$ cat config.mk
export PLATFORM = sky130hd
export DESIGN_NAME = mcp3202_responder
export DESIGN_NICKNAME = d
export VERILOG_FILES = /design/src/rtl/mcp3202_responder.sv
export SDC_FILE = /design/constraint.sdc
export NUM_CORES = 1
export LEC_CHECK = 0
export CAP_MARGIN = 20
export CORE_MARGIN = 2
export CORE_UTILIZATION = 45
export CTS_BUF_LIST = sky130_fd_sc_hd__clkbuf_8
export CTS_CLUSTER_SIZE = 28
export DETAILED_ROUTE_END_ITERATION = 8
export HOLD_SLACK_MARGIN = 0.1
export PLACE_DENSITY = 0.79
export SLEW_MARGIN = 20
export SYNTH_ARGS = -nofsm -noshare
export SYNTH_HDL_FRONTEND = slang
export SYNTH_SLANG_ARGS = --single-unit
$ cat constraint.sdc
create_clock -name clk -period 2.3 [get_ports clk]
set_input_delay 0.46 -clock clk [delete_from_list [all_inputs] [get_ports clk]]
set_output_delay 0.46 -clock clk [all_outputs]
set_load 0.02 [all_outputs]
$ cat src/rtl/mcp3202_responder.sv
// MCP3202 ADC emulator: SPI slave that answers a conversion request with
// a 12-bit channel or clamped differential value, MSB-first or LSB-first.
module mcp3202_responder #(
   parameter int SYNC_STAGES = 2
) (
   input  logic        clk,
   input  logic        reset,
   input  logic        cs_n,
   input  logic        sck,
   input  logic        mosi,
   output logic        miso,
   output logic        miso_oe,
   input  logic [11:0] ch0_data,
   input  logic [11:0] ch1_data,
   output logic        done,
   output logic [2:0]  cfg
);

   typedef enum logic [2:0] {
      IDLE,
      START,
      CFG,
      NULLB,
      MSB_OUT,
      LSB_OUT,
      TAIL
   } state_t;

   state_t state_q, state_d;

   logic [SYNC_STAGES-1:0] cs_sync, sck_sync, mosi_sync, fill;
   logic cs_s, sck_s, mosi_s, flushed;
   logic cs_d, sck_d;
   logic cs_fall, sck_rise, sck_fall;

   logic [3:0]  cnt_q, cnt_d;
   logic [11:0] data_q, data_d;
   logic        sgl_q, sgl_d, odd_q, odd_d;
   logic [2:0]  cfg_q, cfg_d;
   logic        miso_q, miso_d;
   logic        oe_q, oe_d;
   logic        done_q, done_d;
   logic [12:0] diff;
   logic [11:0] sel;

   assign cs_s    = cs_sync[SYNC_STAGES-1];
   assign sck_s   = sck_sync[SYNC_STAGES-1];
   assign mosi_s  = mosi_sync[SYNC_STAGES-1];
   assign flushed = fill[SYNC_STAGES-1];

   // cs_d only arms once a real high has passed the chain after reset,
   // so a cs_n held low across reset never looks like a falling edge
   assign cs_fall  = cs_d & ~cs_s;
   assign sck_rise = sck_s & ~sck_d;
   assign sck_fall = ~sck_s & sck_d;

   always_ff @(posedge clk) begin
      if (reset) begin
         cs_sync   <= '1;
         sck_sync  <= '0;
         mosi_sync <= '0;
         fill      <= '0;
         cs_d      <= 1'b0;
         sck_d     <= 1'b0;
      end else begin
         cs_sync   <= {cs_sync[SYNC_STAGES-2:0], cs_n};
         sck_sync  <= {sck_sync[SYNC_STAGES-2:0], sck};
         mosi_sync <= {mosi_sync[SYNC_STAGES-2:0], mosi};
         fill      <= {fill[SYNC_STAGES-2:0], 1'b1};
         cs_d      <= flushed & cs_s;
         sck_d     <= sck_s;
      end
   end

   always_comb begin
      sel  = ch0_data;
      diff = '0;
      unique case (1'b1)
         sgl_q & ~odd_q: sel = ch0_data;
         sgl_q & odd_q:  sel = ch1_data;
         ~sgl_q & ~odd_q: begin
            diff = {1'b0, ch0_data} - {1'b0, ch1_data};
            sel  = diff[12] ? 12'h000 : diff[11:0];
         end
         default: begin
            diff = {1'b0, ch1_data} - {1'b0, ch0_data};
            sel  = diff[12] ? 12'h000 : diff[11:0];
         end
      endcase
   end

   always_ff @(posedge clk) begin
      if (reset) begin
         state_q <= IDLE;
         cnt_q   <= '0;
         data_q  <= '0;
         sgl_q   <= 1'b0;
         odd_q   <= 1'b0;
         cfg_q   <= '0;
         miso_q  <= 1'b0;
         oe_q    <= 1'b0;
         done_q  <= 1'b0;
      end else begin
         state_q <= state_d;
         cnt_q   <= cnt_d;
         data_q  <= data_d;
         sgl_q   <= sgl_d;
         odd_q   <= odd_d;
         cfg_q   <= cfg_d;
         miso_q  <= miso_d;
         oe_q    <= oe_d;
         done_q  <= done_d;
      end
   end

   always_comb begin
      state_d = state_q;
      cnt_d   = cnt_q;
      data_d  = data_q;
      sgl_d   = sgl_q;
      odd_d   = odd_q;
      cfg_d   = cfg_q;
      miso_d  = miso_q;
      oe_d    = oe_q;
      done_d  = 1'b0;
      if (cs_s) begin
         state_d = IDLE;
         miso_d  = 1'b0;
         oe_d    = 1'b0;
      end else begin
         unique case (state_q)
            IDLE: begin
               if (cs_fall) begin
                  state_d = START;
                  oe_d    = 1'b1;
                  miso_d  = 1'b0;
               end
            end
            START: begin
               if (sck_rise && mosi_s) begin
                  state_d = CFG;
                  cnt_d   = '0;
               end
            end
            CFG: begin
               if (sck_rise) begin
                  cnt_d = cnt_q + 4'd1;
                  if (cnt_q == 4'd0) begin
                     sgl_d = mosi_s;
                  end else if (cnt_q == 4'd1) begin
                     odd_d = mosi_s;
                  end else begin
                     cfg_d   = {sgl_q, odd_q, mosi_s};
                     data_d  = sel;
                     state_d = NULLB;
                  end
               end
            end
            NULLB: begin
               if (sck_fall) begin
                  miso_d  = 1'b0;
                  cnt_d   = 4'd11;
                  state_d = MSB_OUT;
               end
            end
            MSB_OUT: begin
               if (sck_fall) begin
                  miso_d = data_q[cnt_q];
                  if (cnt_q == 4'd0) begin
                     if (cfg_q[0]) begin
                        done_d  = 1'b1;
                        state_d = TAIL;
                     end else begin
                        cnt_d   = 4'd1;
                        state_d = LSB_OUT;
                     end
                  end else begin
                     cnt_d = cnt_q - 4'd1;
                  end
               end
            end
            LSB_OUT: begin
               if (sck_fall) begin
                  miso_d = data_q[cnt_q];
                  if (cnt_q == 4'd11) begin
                     done_d  = 1'b1;
                     state_d = TAIL;
                  end else begin
                     cnt_d = cnt_q + 4'd1;
                  end
               end
            end
            TAIL: begin
               if (sck_fall) miso_d = 1'b0;
            end
            default: state_d = IDLE;
         endcase
      end
   end

   assign miso    = miso_q;
   assign miso_oe = oe_q;
   assign done    = done_q;
   assign cfg     = cfg_q;

endmodule

==> flow_summary_export.csv <==
group,metric,value,unit
clocking,cts_tree,"done",
setup_path,crit_type,"primary input to flip-flop",
sta,fin_crit,2390,ps
power,p_leak,2.10,nW
die,start_util,46.0,%
die,rows,31,
sta,max_clock_freq,0.419,GHz
synthesis,syn_nets,485,
clocking,insertion_delay,300,ps
outcome,outcome,"finished with violations",
global_routing,grt_usage,24.1,%
job,cap_violations,0,
synthesis,netlist_area,0.00330,mm^2
sta,report.final.slew_viol_count,0,
route,dr.pass1.iters,5,
layout,nets,592,
power,finalPower,0.00180,W
setup_path,cp-start-kind,"primary input",
clocking,ctsRootBufferMaster,"clkbuf_8",
min_path,hp-class,"flip-flop to flip-flop",
global_routing,grt_pass1_vias,3363,
synthesis,yosysSeqAreaShare,22.4,%
synthesis,yosys-top-cells-area,"dfxtp_1 (22%), ha_1 (11%), a21oi_1 (6.2%)",
setup_path,crit_chain,"buf_8, inv_4, ha_4, inv_2, fa_2, a211oi_4, nor2_2, o41ai_4, o41ai_4, buf_4, a221oi_2, a21oi_1",
power,ir_worst_vdd,0.229,mV
clocking,ctsHoldBuffers,0,
route,drt-wirelength-per-cell,16.0,um
setup_path,crit_fanout,6,
route,routed_wl,10100,um
setup_path,endpoint_kind,"flip-flop",
global_routing,grt_pass1_wl,15300,um
clocking,cts_inserted_buffers,5,
clocking,htreeDepth,2,
clocking,clk_pin_slew,80,ps
die,die_area,0.00804,mm^2
die,core_area,0.00718,mm^2
global_routing,grt_overflow,0,
synthesis,post-synth-top-area-cell,"dfxtp_1",
synthesis,yosysWarnings,0,
sta,finalCritPeriodShare,104,%
route,ant_nets,0,
power,pwr-share-clk,26.0,%
sta,finalHoldViolations,0,
setup_path,cpLargestDelayFamily,"compound AO/OA/AOI/OAI gates",
sta,finalSetupViolations,6,
sta,rsz0062_at_grt,"true",
route,drtIter0Drc,269,
setup_path,cp_slowest_cell,"fa_2",
synthesis,yosys_most_used_dff,"dfxtp_1",
sta,setup_ws,-87.1,ps
power,p_int,0.00121,W
layout,drive_above_1_share,33.0,%
setup_path,cp_slowest_stage_delay,380,ps
global_routing,antenna_found_initial,0,
setup_path,path_common_cell,"o41ai_4",
power,p_seq_share,36.2,%
die,fp.dieH,89.6,um
synthesis,synth_edf_count,0,
placed_design,dpl.hpwl,6600,um
setup_path,path_buf_inv,4,
setup_path,required,2480,ps
synthesis,syn_area_per_cell,7.75,um^2
global_routing,grt_max_degree,17,
route,vias_per_cell,5.82,
layout,syn_to_final_growth,43.9,%
layout,diodes,0,
synthesis,synth_cells,426,
sta,fin_skew,10.4,ps
die,io_pins,35,
synthesis,synth_cell_type_count,65,
power,powerDensity,379,mW/mm^2
synthesis,ys_seq_elements,37,
route,drc,0,
outcome,violations,"setup timing",
die,die-width,89.6,um
setup_path,critical_path_arrival,2570,ps
power,power.switching,0.000591,W
placed_design,gp_congestion,0.938,
power,power_frac_comb,37.8,%
sta,whs,424,ps
clocking,cts_sinks,37,
synthesis,synth.top_cell.area_share,22.4,%
clocking,clockBufferDepth,2,
placed_design,portBuffers,34,
synthesis,synthArstFlopShare,0,%
power,switching_share,32.8,%
sta,maxSlewHeadroom,55.5,%
sta,worst_pin_slew,667,ps
route,vias,3682,
-- state kept, by name (all words and copies together) (netlist names) --
name and cells:
data_q 12, cnt_q 4, cfg 3, state_q 3, cs_sync 2, fill 2
mosi_sync 2, sck_sync 2, cs_d 1, done 1, miso 1, miso_oe 1
odd_q 1, sck_d 1, sgl_q 1
-- cell usage in the layout (no fill, tap or decap), types with 8 or more instances in the layout --
cell and count:
a21o_1 9, ha_4 13, a21oi_1 39, and3_1 8, ha_1 14, nor2_1 20
a221oi_2 8, dlygate4sd2_1 8, nand2_1 42, inv_2 13, clkdlybuf4s50_1 11, buf_4 91
inv_1 24, o21ai_0 32, dfxtp_1 37, nor2b_1 9
-- worst reg2reg max path, stage by stage, from the launching register on --
cell and delay, ps:
dfxtp_1 360, inv_1 130, ha_1 250, nor3b_4 270, and2b_1 200, nor3_1 100, or4_1 500, a211oi_1 230
-- Yosys cell counts, types with 2 or more instances --
cell type / number
a21oi_1: 41
or4_1: 4
a211oi_1: 6
nor3b_1: 2
o21ai_2: 2
xnor2_1: 6
nand2_1: 42
o221ai_1: 4
inv_1: 37
xor2_1: 6
nor3_1: 5
o41ai_2: 2
or2_2: 3
ha_1: 28
mux2i_1: 5
nor4_1: 2
nand3b_1: 3
buf_6: 4
nor2b_1: 9
nand3_1: 7
fa_1: 2
o21ai_0: 36
o22ai_1: 4
a21o_1: 9
o21bai_1: 4
dfxtp_1: 37
buf_2: 7
clkbuf_1: 16
nand2b_1: 2
nand4_1: 6
a311oi_1: 2
o211a_1: 2
or3_1: 4
nor2_1: 22
o211ai_1: 4
and2b_1: 2
and3_1: 8
buf_4: 2
a31oi_1: 4
mux4_2: 3
a221oi_1: 8
-- power groups by stage --
| stage | sequential, W | clock (W) | combinational, W |
|---|---|---|---|
| 3_3_place_gp | 0.000666 | 0 | 0.000522 |
| 3_5_place_dp | 0.000666 | 0 | 0.000535 |
| 4_1_cts | 0.000651 | 0.000471 | 0.000615 |
| 2_1_floorplan | 0.000665 | 0 | 0.000300 |
| 6_report | 0.000651 | 0.000467 | 0.000681 |
| 5_1_grt | 0.000652 | 0.000496 | 0.000727 |
-- path summary, 6_finish.rpt --
| kind | from | end | slack, ps | cells after the start |
|---|---|---|---|---|
| worst max-delay path | ch1_data[0] | data_q[3] | -90 | 12 |
| worst min-delay path | cs_sync[0] | cs_sync[1] | 420 | 1 |
| worst min register to register | cs_sync[0] | cs_sync[1] | 420 | 1 |
| worst max register to register | cnt_q[0] | state_q[1] | 160 | 7 |
-- metal layers --
layer | track usage (%) | routed length, um | vias up | part of all wire [%]
met4 | 8.55 | 321 | 0 | 3.2
met3 | 4.39 | 649 | 36 | 6.4
met1 | 29.2 | 4020 | 1734 | 40
met2 | 42.4 | 5110 | 165 | 51
li1 | - | - | 1747 | -
met5 | 0 | 0 | - | 0
-- kinds of logic (layout without fill, tap and decap cells) --
kind of cell | Yosys count | after routing | share of synthesized area [%]
and+or+nand+nor | 127 | 127 | 20.1
adders and majority gates | 30 | 30 | 11.8
muxes | 8 | 8 | 3.56
AOI/OAI and AO/OA | 145 | 145 | 29.8
xor gates and xnor gates | 12 | 12 | 3.18
DFF | 37 | 37 | 22.4
buffers and inverters | 67 | 175 | 9.02
-- through the flow --
stage	worst slack [ps]	util (%)	setup TNS, ps	instance area [um^2]	std cells
2_1_floorplan	-34.6	-	-133	3310	426
3_3_place_gp	-676	58.7	-7510	4220	609
3_5_place_dp	-781	58.7	-8320	4220	609
4_1_cts	-35.6	64.2	-53.3	4610	629
5_1_grt	-158	66.2	-921	4750	633
6_report	-87.1	66.2	-156	4750	633
-- area by class of cell --
type / instances / area, um^2
Multi-Input combinational cell: 322 / 2590
Fill cell: 531 / 2420
Sequential cell: 37 / 741
Clock inverter: 3 / 21.3
Timing Repair Buffer: 129 / 1060
Tap cell: 99 / 124
Inverter: 38 / 145
Clock buffer: 5 / 68.8
-- what timing repair did --
| action | in CTS | in global routing |
|---|---|---|
| setup endpoints to repair | 12 | 14 |
| hold endpoints to repair | 0 | 0 |
| gates resized for setup | 72 | 36 |
| buffers inserted | 12 | 4 |
| pin swaps | 25 | 12 |
No activity file was read; power rests on OpenSTA's default activity.
==> RTL change 1, RTL diff (same settings) <==
Register the output `done` once more, without a reset; this adds one clock of latency there. The other outputs are not delayed to match.
--- a/src/rtl/mcp3202_responder.sv
+++ b/src/rtl/mcp3202_responder.sv
@@ -200,7 +200,9 @@
 
    assign miso    = miso_q;
    assign miso_oe = oe_q;
-   assign done    = done_q;
+   always_ff @(posedge clk) begin
+      done <= done_q;
+   end
    assign cfg     = cfg_q;
 
 endmodule
Check against the original RTL: no difference found for any inputs over 10 cycles, from zero or initial values and one cycle with reset high; that may be too few to reach the edited logic, so the function may still have changed.
==> RTL change 1 against the unedited design <==
  * Routed wire length is 3.1% lower
  * Power is 10% higher
  * First-iteration DRC count is 39% lower
  * Design area is 0.24% lower
  * Critical path depth is 3 lower
  * Area after synthesis is 3.7% higher
  * Global-route usage is 0.64 points lower
  * Worst setup slack better by 0.17 ns
  * Sequential cell count is 1 higher
  * Largest power group is now the clock network
==> RTL change 1: results (changes against the unedited design) <==
global_routing:
  antenna_found_initial: 0  # unchanged
  grt_pass1_wl_mm: 16.3  # was 15.3 mm
  met2_usage: 0.414  # was 0.424
  gr-max-usage-layer: "met2"  # unchanged
  met1_usage: 0.284  # was 0.292
  grt.total_usage: 0.234  # was 0.241
  grt_util_met3: 0.0407  # was 0.0439
  grt_start_max_net_pins: 25  # was 17
cts:
  htreeDepth: 2  # unchanged
  numCtsBuffers: 5  # unchanged
  cts_root_buffer: "clkbuf_8"  # unchanged
  clock_latency_ns: 0.30  # about the same
  clock_path_buffers: 2  # unchanged
  clkTransAtPathRegs_ns: 0.08  # about the same
setup_path:
  worstPathArrival_ns: 2.45  # was 2.57 ns
  crit_fanout: 4  # was 6
sta:
  slew_headroom: 0.559  # was 0.555
  fin_skew_ns: 0.00899  # was 0.0104 ns
power:
  internal_power_mw: 1.41  # was 1.21 mW
  ir_worst_vdd_mv: 0.296  # was 0.229 mV
  leakagePower_nw: 2.04  # was 2.10 nW
finish:
  largestRegisters: "data_q: 12 flops, cnt_q: 4 flops"  # unchanged
  diodes: 0  # unchanged
  nNetsFinal: 589  # was 592
  drive_above_1_share: 0.307  # was 0.330
drt:
  num_vias: 3626  # was 3682
  firstDrtPassIters: 5  # unchanged
  dr.first_iter.drc_count: 165  # was 269
  wire_per_inst_um: 15.5  # was 16.0 µm
  drt-total-wl_mm: 9.79  # was 10.1 mm
synth:
  synth_area_leaders: "dfxtp_1 (22%), ha_1 (10%), a21oi_1 (6.4%)"  # was dfxtp_1 (22%), ha_1 (11%), a21oi_1 (6.2%)
  yosys_warnings: 0  # unchanged
  synth_cells: 441  # was 426
  synth_compound_area_frac: 0.295  # was 0.298
  async_flop_share: 0  # unchanged
  synth_top_family_by_area: "compound AO/OA/AOI/OAI gates"  # unchanged
  synth_mux_area_frac: 0.0347  # was 0.0356
  yosys.area_share.adder: 0.114  # was 0.118
  seq_area_frac_synth: 0.222  # was 0.224
  synth.top_cells.by_count: "a21oi_1 (44), nand2_1 (44), inv_1 (39)"  # was nand2_1 (42), a21oi_1 (41), dfxtp_1 (37), inv_1 (37), o21ai_0 (36)
  syn_nets: 500  # was 485
  yosysUniqueCellTypes: 77  # was 65
  synth_xor_area_frac: 0.0230  # was 0.0318
worst_hold_path:
  holdCritPathClass: "register to register"  # unchanged
place:
  place_congestion: 0.995  # was 0.938
  dpl-instance-area_mm2: 0.00423  # was 0.00422 mm²
  place_hpwl_mm: 6.92  # was 6.60 mm
  portBuffers: 34  # unchanged
  dp_slack_ns: -0.600  # was -0.781 ns
  dp_cells: 613  # was 609
outcome:
  status: "finished clean"  # was complete, but fails checks
==> RTL change 1: final timing paths <==
path / start / end / slack [ns] / cells after the start
max: ch1_data[1] / data_q[11] / 0.08 / 9
min: done_q / done / 0.33 / 0
max reg2reg: cnt_q[1] / cnt_q[0] / 0.09 / 9
min reg2reg: done_q / done / 0.33 / 0
==> RTL change 1: power by group through the flow <==
stage                     registers (mW)  logic, mW  clock network (mW)
after global routing               0.670      0.675               0.723
after CTS                          0.670      0.581               0.685
final                              0.670      0.623               0.690
after detailed placement           0.685      0.520                   0
after global placement             0.684      0.512                   0
after floorplan                    0.684      0.282                   0
==> RTL change 1: layout make-up <==
type / instances / area (µm²)
well taps: 99 / 124
clock inverters: 3 / 68.8
repair buffers: 113 / 946
multi-input cells: 333 / 2620
flip-flops and latches: 38 / 762
fillers: 610 / 2550
inverters: 39 / 146
clock buffers: 5 / 68.8
==> RTL change 1: repair_timing <==
action / in CTS / in global routing
buffers inserted: 5 / 4
pin swaps: 14 / 12
setup endpoints to repair: 12 / 16
resized for setup: 57 / 32
==> RTL change 1: logic make-up (layout without fill, tap and decap cells) <==
kind of cell | count (synthesis) | after routing
AOI/OAI and AO/OA | 149 | 149
xor gates and xnor gates | 9 | 9
adders and majority gates | 30 | 30
buffers and inverters | 70 | 160
DFF | 38 | 38
muxes | 8 | 8
and+or+nand+nor | 137 | 137
==> RTL change 1: per-layer routing <==
layer | routed length [µm] | vias to the layer above
li1 | - | 1747
met1 | 4130 | 1729
met2 | 4940 | 125
met3 | 506 | 25
met4 | 209 | 0
met5 | 0 | -
==> RTL change 1: critical path: stages <==
cell and delay [ns]:
dlygate4sd2_1 0.29, ha_1 0.32, nor2b_1 0.19, o2111ai_1 0.21, buf_4 0.20, a211oi_1 0.39, or3_1 0.19, nand3_1 0.08
a31oi_1 0.12
==> RTL change 2, RTL diff (same flow settings) <==
Made on the original files. Set the parameter `SYNC_STAGES` to 4 (it was 2).
--- a/src/rtl/mcp3202_responder.sv
+++ b/src/rtl/mcp3202_responder.sv
@@ -1,7 +1,7 @@
 // MCP3202 ADC emulator: SPI slave that answers a conversion request with
 // a 12-bit channel or clamped differential value, MSB-first or LSB-first.
 module mcp3202_responder #(
-   parameter int SYNC_STAGES = 2
+   parameter int SYNC_STAGES = 4
 ) (
    input  logic        clk,
    input  logic        reset,
Formal check against the unedited RTL: not equivalent (a bounded check fails within 10 cycles, from zero or initial values and one cycle with reset high).
==> RTL change 2 against the unedited design <==
  * The flow still finishes with violations (negative setup slack)
  * Synthesized cell count increased by 3.1%
  * Final cell count decreased by 0.16%
  * Sequential share of layout area increased by 2.8 points
  * Design area increased by 3.3%
  * Sequential cell count increased by 8
  * Global-route usage decreased by 0.94 points
  * Worst setup slack improved by 0.0026 ns
  * Count of clock-buffer cells in the layout unchanged
  * First-iteration DRC count decreased by 4.8%
  * Area after synthesis increased by 6.0%
  * Routed wire length increased by 0.70%
  * Fmax increased by 0.11%
  * Power increased by 17%
  * Critical path type unchanged
  * Critical endpoint is now data_q[8]
  * Largest power group is now sequential cells
==> RTL change 2: results (changes against the unedited design) <==
sta:
  slew_headroom: 0.596  # was 0.555
  finalSetupViolations: 10  # was 6
  fin_skew_ns: 0.00507  # was 0.0104 ns
  setup_ws_ns: -0.0845  # was -0.0871 ns
finish:
  diodes: 0  # unchanged
  regMostFlops: "data_q"  # unchanged
  drive_above_1_share: 0.315  # was 0.330
  largest_register_ffs: 12  # unchanged
  nNetsFinal: 588  # was 592
outcome:
  status: "complete, but fails checks"  # unchanged
  violations: "negative setup slack"  # unchanged
power:
  leakagePower_nw: 2.13  # was 2.10 nW
  ir_worst_vdd_mv: 0.223  # was 0.229 mV
setup_path:
  critical-path-top-delay-family: "compound AO/OA/AOI/OAI gates"  # unchanged
  reg2reg_depth: 5  # was 7
  cpMaxStageDelayCell: "a311o_1"  # was fa_2
  critPathMaxStageDelay_ns: 0.35  # was 0.38 ns
  crit_fanout: 3  # was 6
cts:
  clock_latency_ns: 0.30  # about the same
  numCtsBuffers: 5  # unchanged
  cts_root_buffer: "clkbuf_8"  # unchanged
  htreeDepth: 2  # unchanged
  clock_path_buffers: 2  # unchanged
  clkTransAtPathRegs_ns: 0.09
drt:
  num_vias: 3556  # was 3682
  drt-total-wl_mm: 10.2  # was 10.1 mm
  dr.first_iter.drc_count: 256  # was 269
  firstDrtPassIters: 5  # unchanged
synth:
  synth_mux_area_frac: 0.0307  # was 0.0356
  syn_nets: 498  # was 485
  yosys.area_share.adder: 0.112  # was 0.118
  yosys_warnings: 0  # unchanged
  seq_area_frac_synth: 0.257  # was 0.224
  synth_area_leaders: "dfxtp_1 (26%), ha_1 (10%), a21oi_1 (5.4%)"  # was dfxtp_1 (22%), ha_1 (11%), a21oi_1 (6.2%)
  synth_compound_area_frac: 0.281  # was 0.298
  yosysUniqueCellTypes: 57  # was 65
  synth_xor_area_frac: 0.0526  # was 0.0318
  synth.top_cells.by_count: "nand2_1 (47), dfxtp_1 (45), a21oi_1 (38)"  # was nand2_1 (42), a21oi_1 (41), dfxtp_1 (37), inv_1 (37), o21ai_0 (36)
  async_flop_share: 0  # unchanged
global_routing:
  grt_pass1_vias: 3522  # was 3363
  grt_start_max_net_pins: 30  # was 17
  antenna_found_initial: 0  # unchanged
  grt_pass1_wl_mm: 16.1  # was 15.3 mm
  grt.total_usage: 0.231  # was 0.241
worst_hold_path:
  min_path_cells: 1  # unchanged
  holdCritPathClass: "register to register"  # unchanged
place:
  dp_slack_ns: -0.941  # was -0.781 ns
  place_hpwl_mm: 6.67  # was 6.60 mm
  portBuffers: 34  # unchanged
  place_congestion: 0.891  # was 0.938
-- RTL change 2: cell count changes after synthesis, sizes merged, moves of 4 or more --
cell	before	now
dfxtp	37	45
a221oi	9	13
a31oi	5	11
or4	4	0
o21bai	4	0
nand2	42	47
nand4	6	1
o21ai	39	33
xnor2	6	16
and3	9	2
nor2b	10	21
-- RTL change 2: per-stage QoR --
step / std cells / TNS, ns / area (µm²) / hold WS (ns)
after floorplan: 439 / 0 / 3550 / 0.389
after global placement: 607 / -8.83 / 4330 / 0.394
after detailed placement: 607 / -10.42 / 4330 / 0.392
after CTS: 627 / -0.948 / 4770 / 0.414
after global routing: 632 / -1.07 / 4910 / 0.443
final: 632 / -0.453 / 4910 / 0.415
-- RTL change 2: worst reg2reg max path: cells and delay by family, from the launching register on --
family / cells / cell delay [ns]
AND/OR/NAND/NOR: 3 / 1.03
AO/OA/AOI/OAI: 2 / 0.46
flip-flops: 1 / 0.59
-- RTL change 2: what timing repair did --
action	CTS	global route
hold buffers	0	0
cloned	1	0
setup endpoints to repair	12	12
pin swaps	39	29
setup buffers	11	6
resized for setup	67	36
-- RTL change 2: logic make-up (layout without fill, tap and decap cells) --
family / Yosys count / count (layout)
AOI/OAI and AO/OA: 141 / 141
and+or+nand+nor: 127 / 128
buffers and inverters: 68 / 158
DFF: 45 / 45
adders and majority gates: 30 / 30
xor gates and xnor gates: 21 / 21
muxes: 7 / 7
-- RTL change 2: final cells by class --
cell class | instances | area [µm²]
fill | 574 | 2740
multi-input combinational | 327 | 2630
timing repair buffer | 114 | 987
sequential | 45 | 901
inverter | 36 | 153
tap | 102 | 128
clock buffer | 5 | 68.8
clock inverter | 3 | 47.5
-- RTL change 2: final timing paths --
path / from / to / slack (ns)
worst min register to register: cs_sync[0] / cs_sync[1] / 0.41
worst max-delay path: ch1_data[0] / data_q[8] / -0.08
worst min-delay path: cs_sync[0] / cs_sync[1] / 0.41
worst max register to register: state_q[1] / data_q[8] / 0.15
-- RTL change 2: per-layer routing --
layer,track usage,wire length [µm],vias to the layer above
li1,-,-,1718
met1,0.272,4070,1646
met2,0.410,5130,151
met3,0.0378,570,41
met4,0.106,402,0
met5,0,0,-
-- RTL change 2: power breakdown --
part	leakage, nW	switching (mW)	internal [mW]
Sequential	0.365	0.00291	0.789
Combinational	1.70	0.335	0.352
Clock	0.0591	0.290	0.332
